### config.mk
export PLATFORM = sky130hd
export DESIGN_NAME = data_mem_controller
export DESIGN_NICKNAME = d
export VERILOG_FILES = /design/src/rtl/mem_ctrl_pkg.sv /design/src/rtl/data_mem_controller.sv
export SDC_FILE = /design/constraint.sdc
export NUM_CORES = 1
export LEC_CHECK = 0
export CAP_MARGIN = 20
export CORE_MARGIN = 5
export CORE_UTILIZATION = 44
export CTS_CLUSTER_SIZE = 30
export DETAILED_ROUTE_END_ITERATION = 12
export PLACE_DENSITY = 0.81
export SYNTH_ARGS = -nofsm -noshare
export SYNTH_HDL_FRONTEND = slang
export SYNTH_SLANG_ARGS = --single-unit
### constraint.sdc
create_clock -name clk -period 2.8 [get_ports clk]
set_input_delay 0.56 -clock clk [delete_from_list [all_inputs] [get_ports clk]]
set_output_delay 0.56 -clock clk [all_outputs]
set_load 0.01 [all_outputs]
### src/rtl/mem_ctrl_pkg.sv
// Shared types for the data memory controller.
// Channel FSM state encoding.
package mem_ctrl_pkg;

    typedef enum logic [1:0] {
        IDLE       = 2'd0,
        READ_WAIT  = 2'd1,
        WRITE_WAIT = 2'd2,
        RELAY      = 2'd3
    } mem_ctrl_state_t;

endpackage

### src/rtl/data_mem_controller.sv
// Arbitrates per-thread LSU load/store requests onto a small set of
// data memory channels, one consumer transaction per channel at a time.
module data_mem_controller
    import mem_ctrl_pkg::*;
#(
    parameter int ADDR_BITS     = 8,
    parameter int DATA_BITS     = 8,
    parameter int NUM_CONSUMERS = 4,
    parameter int NUM_CHANNELS  = 2
) (
    input  logic                                    clk,
    input  logic                                    reset,
    input  logic [NUM_CONSUMERS-1:0]                consumer_read_valid,
    input  logic [NUM_CONSUMERS-1:0][ADDR_BITS-1:0] consumer_read_address,
    output logic [NUM_CONSUMERS-1:0]                consumer_read_ready,
    output logic [NUM_CONSUMERS-1:0][DATA_BITS-1:0] consumer_read_data,
    input  logic [NUM_CONSUMERS-1:0]                consumer_write_valid,
    input  logic [NUM_CONSUMERS-1:0][ADDR_BITS-1:0] consumer_write_address,
    input  logic [NUM_CONSUMERS-1:0][DATA_BITS-1:0] consumer_write_data,
    output logic [NUM_CONSUMERS-1:0]                consumer_write_ready,
    output logic [NUM_CHANNELS-1:0]                 mem_read_valid,
    output logic [NUM_CHANNELS-1:0][ADDR_BITS-1:0]  mem_read_address,
    input  logic [NUM_CHANNELS-1:0]                 mem_read_ready,
    input  logic [NUM_CHANNELS-1:0][DATA_BITS-1:0]  mem_read_data,
    output logic [NUM_CHANNELS-1:0]                 mem_write_valid,
    output logic [NUM_CHANNELS-1:0][ADDR_BITS-1:0]  mem_write_address,
    output logic [NUM_CHANNELS-1:0][DATA_BITS-1:0]  mem_write_data,
    input  logic [NUM_CHANNELS-1:0]                 mem_write_ready
);

    localparam int CW = (NUM_CONSUMERS > 1) ? $clog2(NUM_CONSUMERS) : 1;

    mem_ctrl_state_t        state_q [NUM_CHANNELS];
    mem_ctrl_state_t        state_d [NUM_CHANNELS];
    logic [CW-1:0]          idx_q   [NUM_CHANNELS];
    logic [CW-1:0]          idx_d   [NUM_CHANNELS];
    logic                   is_rd_q [NUM_CHANNELS];
    logic                   is_rd_d [NUM_CHANNELS];
    logic [ADDR_BITS-1:0]   addr_q  [NUM_CHANNELS];
    logic [ADDR_BITS-1:0]   addr_d  [NUM_CHANNELS];
    logic [DATA_BITS-1:0]   data_q  [NUM_CHANNELS];
    logic [DATA_BITS-1:0]   data_d  [NUM_CHANNELS];

    logic [NUM_CHANNELS-1:0]                 pick;
    logic [NUM_CONSUMERS-1:0]                claimed_q;
    logic [NUM_CONSUMERS-1:0]                claimed_d;
    logic [NUM_CONSUMERS-1:0]                mask;
    logic [NUM_CONSUMERS-1:0]                release_m;
    logic [NUM_CONSUMERS-1:0][DATA_BITS-1:0] rdata_q;
    logic [NUM_CONSUMERS-1:0][DATA_BITS-1:0] rdata_d;

    always_ff @(posedge clk or negedge reset) begin
        if (!reset) begin
            claimed_q <= '0;
            rdata_q   <= '0;
            for (int ch = 0; ch < NUM_CHANNELS; ch++) begin
                state_q[ch] <= IDLE;
                idx_q[ch]   <= '0;
                is_rd_q[ch] <= 1'b0;
                addr_q[ch]  <= '0;
                data_q[ch]  <= '0;
            end
        end else begin
            claimed_q <= claimed_d;
            rdata_q   <= rdata_d;
            for (int ch = 0; ch < NUM_CHANNELS; ch++) begin
                state_q[ch] <= state_d[ch];
                idx_q[ch]   <= idx_d[ch];
                is_rd_q[ch] <= is_rd_d[ch];
                addr_q[ch]  <= addr_d[ch];
                data_q[ch]  <= data_d[ch];
            end
        end
    end

    // Channels claim in ascending order against a running mask so that
    // no consumer can be taken by two channels in the same cycle.
    always_comb begin
        mask      = claimed_q;
        release_m = '0;
        rdata_d   = rdata_q;
        pick      = '0;
        for (int ch = 0; ch < NUM_CHANNELS; ch++) begin
            state_d[ch] = state_q[ch];
            idx_d[ch]   = idx_q[ch];
            is_rd_d[ch] = is_rd_q[ch];
            addr_d[ch]  = addr_q[ch];
            data_d[ch]  = data_q[ch];
            unique case (state_q[ch])
                IDLE: begin
                    for (int c = 0; c < NUM_CONSUMERS; c++) begin
                        if (!pick[ch] && !mask[c] &&
                            (consumer_read_valid[c] || consumer_write_valid[c])) begin
                            pick[ch]    = 1'b1;
                            mask[c]     = 1'b1;
                            idx_d[ch]   = CW'(c);
                            is_rd_d[ch] = consumer_read_valid[c];
                            addr_d[ch]  = consumer_read_valid[c] ?
                                          consumer_read_address[c] :
                                          consumer_write_address[c];
                            data_d[ch]  = consumer_write_data[c];
                        end
                    end
                    if (pick[ch])
                        state_d[ch] = is_rd_d[ch] ? READ_WAIT : WRITE_WAIT;
                end
                READ_WAIT: begin
                    if (mem_read_ready[ch]) begin
                        state_d[ch]          = RELAY;
                        rdata_d[idx_q[ch]]   = mem_read_data[ch];
                    end
                end
                WRITE_WAIT: begin
                    if (mem_write_ready[ch])
                        state_d[ch] = RELAY;
                end
                RELAY: begin
                    if (is_rd_q[ch] ? !consumer_read_valid[idx_q[ch]]
                                    : !consumer_write_valid[idx_q[ch]]) begin
                        state_d[ch]          = IDLE;
                        release_m[idx_q[ch]] = 1'b1;
                    end
                end
            endcase
        end
        claimed_d = mask & ~release_m;
    end

    always_comb begin
        consumer_read_ready  = '0;
        consumer_write_ready = '0;
        consumer_read_data   = rdata_q;
        for (int ch = 0; ch < NUM_CHANNELS; ch++) begin
            mem_read_valid[ch]    = (state_q[ch] == READ_WAIT);
            mem_write_valid[ch]   = (state_q[ch] == WRITE_WAIT);
            mem_read_address[ch]  = addr_q[ch];
            mem_write_address[ch] = addr_q[ch];
            mem_write_data[ch]    = data_q[ch];
            if (state_q[ch] == RELAY) begin
                if (is_rd_q[ch])
                    consumer_read_ready[idx_q[ch]] = 1'b1;
                else
                    consumer_write_ready[idx_q[ch]] = 1'b1;
            end
        end
    end

endmodule

## After elaboration in Yosys (flattened, before gate mapping)

Index checks and enable logic that the tools add are counted.

| operators by class | value |
|---|---|
| order comparisons | 4 |
| eq/ne operators | 14 |
| multiplexer cells | 112 |
| bitwise gates (word level) | 5 |
| reductions and logical operators | 46 |

Operators with widths:

| kind | number |
|---|---|
| $mux 8 | 22 |
| $mux 32 | 4 |
| $bwmux 32 | 2 |
| $mux 4 | 14 |
| $mux 1 | 42 |
| $mux 2 | 18 |
| $demux 8 s2 | 2 |
| $logic_not 1->1 | 18 |
| $logic_and 1x1->1 | 16 |
| $pmux 2 s4 | 2 |
| $or 4x4->4 | 3 |
| $bmux 1 s2 | 4 |
| $eq 2x2->1 const B | 4 |
| $ne 2x1->1 const B | 4 |
| $ne 2x2->1 const B | 4 |
| $reduce_and 4->1 | 2 |
| $reduce_bool 4->1 | 2 |
| $lt 2x3->1 const B | 2 |
| $and 4x4->4 | 1 |
| $demux 1 s2 | 2 |
| $eq 2x1->1 const B | 2 |
| $ge 2x1->1 const B | 2 |
| $logic_not 2->1 | 2 |
| $logic_or 1x1->1 | 4 |
| other kinds (2) | 3 |

| word-level totals | value |
|---|---|
| register bits after elaboration | 78 |
| bits of input ports | 126 |
| output and inout bits | 92 |
| word-level logic and storage cells | 196 |

## Longest topological paths before layout

| logic depth | value |
|---|---|
| depth after elaboration | 41 |
| depth in mapped cells | 10 |
| gate-level depth less buffers | 8 |

## Worst setup path before layout

OpenSTA, ideal clock, no wires.

| path | value |
|---|---|
| kind | in2reg |
| start point | input consumer_read_valid[2] |
| end point | register data_q (netlist bit mem_write_data[10]) |
| library setup time | 0.124 ns |
| arrival | 2.100 ns |
| data required time | 2.676 ns |
| path slack | 0.576 ns |
| cell stages on the path | 10 |
| buffers on the path | 4 |
| cells stage by stage | buf_2 > o21ba_2 > clkbuf_1 > nand4_1 > o211ai_1 > and2_1 > buf_2 > buf_2 > and3_1 > a211o_1 |

| on the way | value |
|---|---|
| longest elaborated chain between the ends | 14 |
| elaborated cells between the ends (all ways) | 23 |
| those cells by class | 9 x mux; 14 x reduce/logical |

Ends and longest elaborated chain:

| what | line | RTL |
|---|---|---|
| start: declaration | data_mem_controller.sv:13 | `input logic [NUM_CONSUMERS-1:0] consumer_read_valid,` |
| $logic_or 1x1->1 * | data_mem_controller.sv:93 | `(consumer_read_valid[c] \|\| consumer_write_valid[c])) begin` |
| $logic_and 1x1->1 | data_mem_controller.sv:92 | `if (!pick[ch] && !mask[c] &&` |
| $mux 1 | data_mem_controller.sv:92 |  |
| $mux 4 / $mux 1 (equally long branches) | data_mem_controller.sv:89 | `unique case (state_q[ch])` |
| $logic_not 1->1 | data_mem_controller.sv:92 |  |
| $logic_and 1x1->1 (2 in a row) | data_mem_controller.sv:92 |  |
| $mux 1 | data_mem_controller.sv:92 |  |
| $mux 1 / $mux 4 (equally long branches) | data_mem_controller.sv:89 |  |
| $logic_not 1->1 | data_mem_controller.sv:92 |  |
| $logic_and 1x1->1 (2 in a row) | data_mem_controller.sv:92 |  |
| $reduce_bool 4->1 (no line) | -- |  |
| $reduce_and 2->1 (no line) | -- |  |
| end signal: indexed assignment | data_mem_controller.sv:71 | `data_q[ch] <= data_d[ch];` |
| end: declaration | data_mem_controller.sv:41 | `logic [DATA_BITS-1:0] data_q [NUM_CHANNELS];` |

Every way passes the cells marked *; elsewhere a longest branch is shown, timed or not. The select of a mux whose other input is x is not followed.
A chain may end at the register's enable or synchronous reset.

## Worst setup path in the final report

| path | value |
|---|---|
| start point | register idx_q[2] (netlist name) |
| end point | output consumer_write_ready[3] |

| on the way | value |
|---|---|
| longest elaborated chain between the ends | 9 |
| elaborated cells between the ends (all ways) | 10 |
| those cells by class | 2 x order compare; 6 x mux; 1 x bitwise; 1 x reduce/logical |

Ends and longest elaborated chain:

| what | line | RTL |
|---|---|---|
| start: declaration | data_mem_controller.sv:35 | `logic [CW-1:0] idx_q [NUM_CHANNELS];` |
| start signal: indexed assignment | data_mem_controller.sv:68 | `idx_q[ch] <= idx_d[ch];` |
| $lt 2x3->1 (implied by the code) / $ge 2x1->1 (equally long branches) | data_mem_controller.sv:143 | `consumer_write_ready[idx_q[ch]] = 1'b1;` |
| $logic_and 1x1->1 (implied by the code) | data_mem_controller.sv:143 |  |
| $mux 1 (implied by the code) | data_mem_controller.sv:143 |  |
| $demux 1 s2 * | data_mem_controller.sv:143 |  |
| $mux 4 * | data_mem_controller.sv:140 | `if (is_rd_q[ch])` |
| $mux 4 * | data_mem_controller.sv:139 | `if (state_q[ch] == RELAY) begin` |
| $or 4x4->4 (no line) | -- |  |
| $mux 4 | data_mem_controller.sv:140 |  |
| $mux 4 * | data_mem_controller.sv:139 |  |
| end: declaration | data_mem_controller.sv:20 | `output logic [NUM_CONSUMERS-1:0] consumer_write_ready,` |

Every way passes the cells marked *; elsewhere a longest branch is shown, timed or not.

==> flow_summary.yaml <==
route:
  ant_nets: 0
  dr_wl_met3_um: 1320
  wl_met1_um: 8380
  dr_wl_met2_um: 10200
  wire_per_inst_um: 20.7
  drtPass1Iterations: 5
  via_per_inst: 5.81
  vias: 5716
  highest_layer: "met4"
  routed_wl_um: 20400
  remaining_drc_errors: 0
  drt_iter0_markers: 454
setup_path:
  endpoint_kind: "output pin"
  required_ns: 2.24
  start_kind: "flip-flop"
  path_class: "flip-flop to output pin"
  cp_max_fo: 13
  critPathArrivalTime_ns: 2.04
logic_synthesis:
  ys_top_cells_by_count: "91 x mux2i_1, 78 x dfrtp_1, 57 x nor2_1"
  ys_seq_area_frac: 0.358
  syn-num-nets: 729
  yosysTopAreaCell: "dfrtp_1"
  synth_top_area_share: 0.358
  postSynthCellCount: 594
  synthArstFlopShare: 1.00
  yosys.cell_types.count: 55
  synth_ff_type: "dfrtp_1"
  synth_area_leaders: "dfrtp_1 36%, mux2i_1 17%, a21oi_1 4.2%"
  syn_avg_cell_area_um2: 9.19
  synth_edf_count: 0
  synth_seq_cells: 78
  netlist_area_um2: 5460
  synth.most_common_cell: "mux2i_1"
  yosys_warnings: 0
sta:
  fin_tns_setup_ns: 0
  final_max_slew_viol_count: 0
  slew_headroom: 0.503
  hold_viol_final: 0
  post-route-period-util: 0.930
  fmax_ghz: 0.384
  tightestPinTransition_ns: 0.743
  rsz0062_at_grt: "false"
  period_minus_slack_ns: 2.60
  fin_skew_ns: 0.00734
  hold_ws_ns: 0.186
  setup_viol: 0
  setup_slack_ns: 0.196
floorplan:
  start_util: 0.452
  die_h_um: 121
  num_rows: 40
  ios: 218
  core-area_um2: 12100
  die_area_um2: 14700
  die_w_um: 121
placement:
  place_inst: 968
  numPortBuffers: 217
  place_ws_ns: -0.109
  gp_congestion: 1.00
  dpl-instance-area_um2: 7940
  hpwl_um: 16100
cts:
  clk_latency_ns: 0.34
  clkSinkCount: 78
  cts_tree: "done"
  cts_setup_buffers: 0
  path_clk_slew_ns: 0.06
  h-tree-depth: 3
  cts_root_buf: "clkbuf_16"
  cts_resized: 0
  ctsHoldBuffers: 0
  cts_buffer_depth: 2
  cts_made_buffers: 9
finish:
  fillCellCount: 934
  layout.cells.non_filler: 983
  insertedDiodeCount: 0
  syn_to_final_growth_pct: 50.4
  nets: 946
  postLayoutCellArea_um2: 8210
  fin_util: 0.680
  drive_above_1_share: 0.106
run_status:
  outcome: "completed"
pwr:
  power.density_nw_per_um2: 1060
  vdd.ir_drop.worst_mv: 0.446
  p_leak_nw: 3.70
  total_power_mw: 8.67
global_routing:
  grt_max_degree: 41
  grt_remaining_overflow: 0
  antenna_found_initial: 0
  track_usage: 0.269
  grt_pass1_wl_um: 30900
  grt_pass1_vias: 5798
flow_run:
  maxCapViolCount: 0
hold_path:
  min_path_type: "input pin to async pin"
## flip-flops by register name (all words and copies together) (netlist names)
signal	flops
mem_write_data	16
state_q	4
is_rd_q	2
consumer_read_data	32
mem_read_address	16
idx_q	4
claimed_q	4
## report_power, final
part | internal, mW | switching, mW | leakage (nW)
combinational | 2.74 | 2.67 | 2.64
sequential | 1.70 | 0.479 | 0.928
clock | 0.620 | 0.466 | 0.129
## per-layer routing
layer  track usage  vias to the layer above
li1              -                     2614
met1         0.352                     2778
met2         0.448                      285
met3        0.0401                       39
met4         0.106                        0
met5             0                        -
## worst paths after layout
check / from / end / slack [ns] / cells past startpoint
setup / recovery: idx_q[2]$_DFFE_PN0P_ / consumer_write_ready[3] / 0.20 / 3
hold / removal: reset / mem_write_data[5]$_DFFE_PN0P_ / 0.19 / 1
setup reg to reg: state_q[3]$_DFFE_PN0P_ / mem_write_data[8]$_DFFE_PN0P_ / 0.22 / 9
hold reg to reg: mem_write_data[4]$_DFFE_PN0P_ / mem_write_data[4]$_DFFE_PN0P_ / 0.49 / 2
max in group asynchronous: reset / consumer_read_data[21]$_DFF_PN0_ / 1.92 / 2
min in group clk: mem_write_data[4]$_DFFE_PN0P_ / mem_write_data[4]$_DFFE_PN0P_ / 0.49 / 2
## kinds of logic (layout without fill, tap and decap cells)
group / after synthesis / count (layout) / synth area share
xor+xnor: 1 / 1 / 0.00161
mux: 103 / 103 / 0.200
simple gates: 146 / 146 / 0.118
buf+inv: 72 / 293 / 0.0695
fa+ha+maj: 10 / 10 / 0.0225
compound gates: 184 / 184 / 0.231
flops: 78 / 78 / 0.358
## cell usage in the layout, fill, tap and decap left out, types with 4 or more instances in the layout
cell type / count
nand3_1: 10
a222oi_1: 8
a211oi_1: 11
o21ai_1: 9
dfrtp_1: 78
mux2i_1: 91
buf_12: 6
o21ai_0: 34
mux2_2: 8
o22ai_1: 19
clkdlybuf4s50_1: 216
a2111oi_2: 5
inv_1: 16
a21oi_1: 46
nand2_1: 49
buf_4: 40
mux4_2: 4
nand4_1: 4
nor2b_1: 5
a21o_1: 9
nor2_1: 57
ha_1: 9
a211o_1: 8
clkbuf_16: 9
and3_1: 11
## layout make-up
cell class | instances | area (µm²) | area share
inverter | 16 | 60.1 | 0.00732
tap | 168 | 210 | 0.0256
sequential | 78 | 1950 | 0.238
clock inverter | 3 | 21.3 | 0.00259
multi-input combinational | 444 | 3130 | 0.382
clock buffer | 12 | 246 | 0.0300
timing repair buffer | 262 | 2580 | 0.315
## worst max-delay path: stages (launching register included)
cell and delay [ns]:
dfrtp_1 0.66, nand2_1 0.16, o22ai_1 0.29, clkdlybuf4s50_1 0.60
Note: power is estimated with default switching activity, not from simulation.
